[config.mk]
export PLATFORM = sky130hd
export DESIGN_NAME = mul32_seq_ctrl
export DESIGN_NICKNAME = d
export VERILOG_FILES = /design/src/rtl/mul32_seq_ctrl.sv
export SDC_FILE = /design/constraint.sdc
export NUM_CORES = 1
export LEC_CHECK = 0
export CAP_MARGIN = 30
export CORE_MARGIN = 8
export CORE_UTILIZATION = 40
export DETAILED_ROUTE_END_ITERATION = 7
export GPL_ROUTABILITY_DRIVEN = 0
export RECOVER_POWER = 100
export SLEW_MARGIN = 20
export SYNTH_ARGS = -nofsm -noshare
export SYNTH_HDL_FRONTEND = slang
export SYNTH_SLANG_ARGS = --single-unit
[constraint.sdc]
create_clock -name clk -period 4.18 [get_ports clk]
set_input_delay 1.254 -clock clk [delete_from_list [all_inputs] [get_ports clk]]
set_output_delay 1.254 -clock clk [all_outputs]
set_load 0.05 [all_outputs]
[src/rtl/mul32_seq_ctrl.sv]
// Sequential 32x32 -> 64 multiply controller driving an external pipelined 8x8 multiplier.
// Sixteen byte-pair products are issued, realigned through a tag delay line, and summed.
module mul32_seq_ctrl #(
    parameter int MUL_LAT = 2
) (
    input  logic        clk,
    input  logic        reset,
    input  logic        in_valid,
    output logic        in_ready,
    input  logic [31:0] op_a,
    input  logic [31:0] op_b,
    input  logic        clear,
    output logic        mul_en,
    output logic [7:0]  mul_a,
    output logic [7:0]  mul_b,
    input  logic [15:0] mul_out,
    output logic        out_valid,
    input  logic        out_ready,
    output logic [63:0] product,
    output logic        busy
);

    typedef enum logic [1:0] {IDLE, ISSUE, DRAIN, DONE} state_t;

    state_t      state_reg, state_next;
    logic [3:0]  k_reg;
    logic [31:0] a_reg, b_reg;
    logic [63:0] acc_reg;
    logic        accept, issue_push, dl_out_valid, dl_out_last;
    logic [2:0]  issue_tag;
    logic [63:0] addend;

    logic        dl_valid_reg [MUL_LAT];
    logic        dl_last_reg  [MUL_LAT];
    logic [2:0]  dl_tag_reg   [MUL_LAT];

    assign accept     = (state_reg == IDLE) && in_valid && !clear;
    assign issue_push = (state_reg == ISSUE) && !clear;
    assign issue_tag  = {1'b0, k_reg[1:0]} + {1'b0, k_reg[3:2]};

    // Tag delay line: each stage mirrors one pipeline stage of the external multiplier.
    generate
        for (genvar gi = 0; gi < MUL_LAT; gi++) begin : g_dl
            if (gi == 0) begin : g_head
                always_ff @(posedge clk or negedge reset) begin
                    if (!reset) begin
                        dl_valid_reg[gi] <= 1'b0;
                        dl_last_reg[gi]  <= 1'b0;
                        dl_tag_reg[gi]   <= 3'd0;
                    end else begin
                        dl_valid_reg[gi] <= issue_push;
                        dl_last_reg[gi]  <= issue_push && (k_reg == 4'd15);
                        dl_tag_reg[gi]   <= issue_tag;
                    end
                end
            end else begin : g_body
                always_ff @(posedge clk or negedge reset) begin
                    if (!reset) begin
                        dl_valid_reg[gi] <= 1'b0;
                        dl_last_reg[gi]  <= 1'b0;
                        dl_tag_reg[gi]   <= 3'd0;
                    end else begin
                        dl_valid_reg[gi] <= dl_valid_reg[gi-1] && !clear;
                        dl_last_reg[gi]  <= dl_last_reg[gi-1] && !clear;
                        dl_tag_reg[gi]   <= dl_tag_reg[gi-1];
                    end
                end
            end
        end
    endgenerate

    assign dl_out_valid = dl_valid_reg[MUL_LAT-1] && !clear;
    assign dl_out_last  = dl_last_reg[MUL_LAT-1];
    assign addend       = {48'd0, mul_out} << {dl_tag_reg[MUL_LAT-1], 3'b000};

    always_ff @(posedge clk or negedge reset) begin
        if (!reset) begin
            state_reg <= IDLE;
            k_reg     <= 4'd0;
            a_reg     <= 32'd0;
            b_reg     <= 32'd0;
            acc_reg   <= 64'd0;
        end else begin
            state_reg <= state_next;
            if (accept) begin
                a_reg   <= op_a;
                b_reg   <= op_b;
                k_reg   <= 4'd0;
                acc_reg <= 64'd0;
            end else begin
                if (issue_push && (k_reg != 4'd15))
                    k_reg <= k_reg + 4'd1;
                if (dl_out_valid)
                    acc_reg <= acc_reg + addend;
            end
        end
    end

    always_comb begin
        state_next = state_reg;
        case (state_reg)
            IDLE:  if (accept) state_next = ISSUE;
            ISSUE: begin
                if (clear)                 state_next = IDLE;
                else if (k_reg == 4'd15)   state_next = DRAIN;
            end
            DRAIN: begin
                if (clear)                             state_next = IDLE;
                else if (dl_out_valid && dl_out_last)  state_next = DONE;
            end
            DONE:  if (clear || out_ready) state_next = IDLE;
            default: state_next = IDLE;
        endcase
    end

    assign in_ready  = (state_reg == IDLE);
    assign busy      = (state_reg != IDLE);
    assign mul_en    = (state_reg == ISSUE);
    assign out_valid = (state_reg == DONE);
    assign product   = acc_reg;
    assign mul_a     = mul_en ? a_reg[{k_reg[1:0], 3'b000} +: 8] : 8'd0;
    assign mul_b     = mul_en ? b_reg[{k_reg[3:2], 3'b000} +: 8] : 8'd0;

endmodule

==> results by group, run 1 <==
Outcome
  – Status: finished, violations left
  – Violated checks: max-capacitance violations, max-slew violations

Die
  – Row count: 58
  – Die W: 176 um
  – Ports: 169
  – Total die area: 31,100 um^2
  – Initial Util: between 40% and 50%
  – Die Height: 176 um
  – Core Region: 25,200 um^2

Detailed routing
  – DR iter-0 viols: 788
  – DRC: 0
  – Final wirelength: 34,600 um
  – Routed wire per std cell: ~19 um
  – DRT antenna net count: 0
  – Vias: about 10,000
  – Vias/cell: 5.43
  – Pre-Repair DR Iteration Count: 5

STA
  – Max_slew headroom: -51.5%
  – Least-Margin Pin Slew: 2.27 ns
  – Fin Setup TNS: 0 ns
  – # setup viols final: 0
  – Achievable frequency: ~0.25 GHz
  – Pins over their slew limit: 108
  – Final worst slack: 0.107 ns
  – Final hold violations: 0
  – Clock skew: 0.0135 ns
  – Crit share post-route: 97.4%
  – Period minus WS final: approximately 4.1 ns

Power
  – Leakage: 6.99 nW
  – Peak VDD IR: 0.255 mV
  – Power density cells: 374 nW/um^2

Setup path
  – Critical Path Sink Type: register
  – Worst r2r src: dl_tag_reg[1]
  – CP startpoint kind: primary input
  – Max FO, Critical Path: 4
  – Worst r2r path cells: 14
  – FF-to-FF setup slack: 0.14 ns
  – Crit path DAT: between 4 and 5 ns
  – R2R Path End: product[57]
  – Worst path required time: 4.50 ns
  – Crit Path Class: primary input to register

Synth
  – Share of the synthesized area in the top cell type: 35.1%
  – Dominant cell type by area after synthesis: dfrtp_1
  – Yosys reg bits: ~140
  – Most frequent cell after synthesis: dfrtp_1
  – Synth Area per Inst: 9.17 um^2
  – Share of flip-flops with an asynchronous set or reset: 100%
  – Synth Instances: ~1,100
  – Primary FF master, synth: dfrtp_1
  – Top cells by area, synth: dfrtp_1, ha_1, mux2_2
  – Synth Warn #: 0
  – Unique masters post-synth: 77
  – Mapped Area: 10,300 um^2
  – Sequential area share after synthesis: between 30% and 40%
  – Post-synth EDFFs: 0
  – Syn nets: around 1,300
  – Top post-synthesis cells by count: dfrtp_1, nand2_1, a21oi_1

Clock network
  – H-tree Lvls: 4
  – Worst-Skew Late Latency: 0.44 ns
  – CTS Sinks: 144
  – Num CTS Buffers: 17
  – Clk slew on worst S/H paths: 0.07 ns
  – Maximum clock insertion buffer count: 2
  – Clk root buf: clkbuf_16
  – CTS tree: yes

Hold path
  – Hold Crit Depth: 0
  – WHS Endpoint: dl_tag_reg[0]
  – Min-Delay Path Class: register to register
  – Hold Crit Start: dl_tag_reg[3]

Global routing
  – Initial antenna violation count: 1
  – GR Util met2: 35.7%
  – GRT busiest layer: met2
  – First-pass GRT wire length: 54,800 um
  – Gr usage total: 22.1%
  – Largest net degree at the start of global routing: 79
  – Vias in the first global route: roughly 10,000
  – Routing usage on met1: between 20% and 30%
  – Global routing usage on met3: 5.83%
  – Gr ovfl total: 0

Finish
  – Max reg flops: 64
  – Diode count: 0
  – Layout cells sized above 1: between 20% and 30%
  – Final net count: 1,659
  – Area delta synth->final: 44.6%

Placement
  – Pre-CTS setup slack: -0.644 ns
  – DPL Wire Length: around 27,000 um
  – PortBufs: 168

Flow run
  – Max Cap Viol: 2
routing by layer:
layer,vias to the layer above,share of wire [%]
met5,-,0.023
met4,2,2.2
met3,46,7.0
met2,325,46
met1,4802,45
li1,4871,-
cell type report:
class	count	area, um^2
timing repair buffer	425	3640
sequential	144	3600
inverter	24	90.1
clock inverter	15	181
clock buffer	17	425
fill	2204	10300
multi-input combinational	894	6520
tap	330	413
cell families after synthesis:
group | count (synthesis) | share of synthesized area, %
simple gates | 364 | 17.0
compound gates | 323 | 20.3
xor+xnor | 49 | 4.18
flops | 144 | 35.1
mux | 90 | 11.5
buf+inv | 83 | 3.54
fa+ha+maj | 68 | 8.42
worst max path at each step:
| stage | startpoint | to | cells after the start |
|---|---|---|---|
| after floorplan | mul_out[7] | product[46] | 13 |
| after global placement | mul_out[0] | product[60] | 16 |
| after detailed placement | mul_out[14] | product[51] | 14 |
| after CTS | mul_out[3] | product[60] | 15 |
| after global routing | dl_tag_reg[1] | product[53] | 15 |
| final | mul_out[10] | product[36] | 15 |
power breakdown:
group	switching (mW)	internal [mW]	total (mW)
combinational	1.13	1.11	2.23
sequential	0.158	1.56	1.72
clock	0.788	0.814	1.60
total	2.07	3.49	5.56
layout by cell type (no fill, tap or decap), types with 12 or more instances in the layout:
master and n:
and2_1 13, nand2_1 121, buf_4 249, nor2b_1 32, mux4_2 16, o21ai_0 79, xnor2_1 21, nor2_1 80
dfrtp_1 144, dlygate4sd3_1 69, mux2_2 64, clkbuf_16 17, nand3_1 21, nor3_1 16, ha_1 63, a21oi_1 82
o21bai_1 14, xor2_1 28, o21a_1 13, inv_1 24, o211ai_1 12, nand4_1 23, clkdlybuf4s50_1 85, a21o_1 27
stage by stage:
step	utilization, %	hold slack, ns	instance area [um^2]	power [mW]	instances
2_1_floorplan	-	0.331	10300	2.90	1121
5_1_grt	59.0	0.365	14900	5.85	1849
6_report	59.0	0.355	14900	5.56	1849
4_1_cts	58.4	0.359	14700	5.53	1844
3_3_place_gp	55.8	0.333	14000	3.87	1812
3_5_place_dp	55.8	0.335	14000	3.89	1812
timing repair:
action                     4_1_cts  5_1_grt
resized for setup               14       43
buffers inserted                 0        5
hold buffers                     0        0
pin swaps                        4       14
setup endpoints to repair       11       27
critical path, stage by stage:
cell and delay, ns:
dlygate4sd2_1 0.30, mux2i_2 0.25, buf_4 0.17, nor2_1 0.04
ha_1 0.23, or3_4 0.41, o21bai_1 0.18, nor3_2 0.31
nor4bb_4 0.09, buf_4 0.16, o21ai_4 0.18, nand2_1 0.10
o21a_1 0.19, or3_1 0.30, a32o_1 0.25
Power figures use the tool's default switching activity.
==> inputs of run 2 (changes only) <==
SLEW_MARGIN = not set   (was 20)
==> results of run 2 <==
The final DEF is identical to that of run 1; final timing and power are the same.
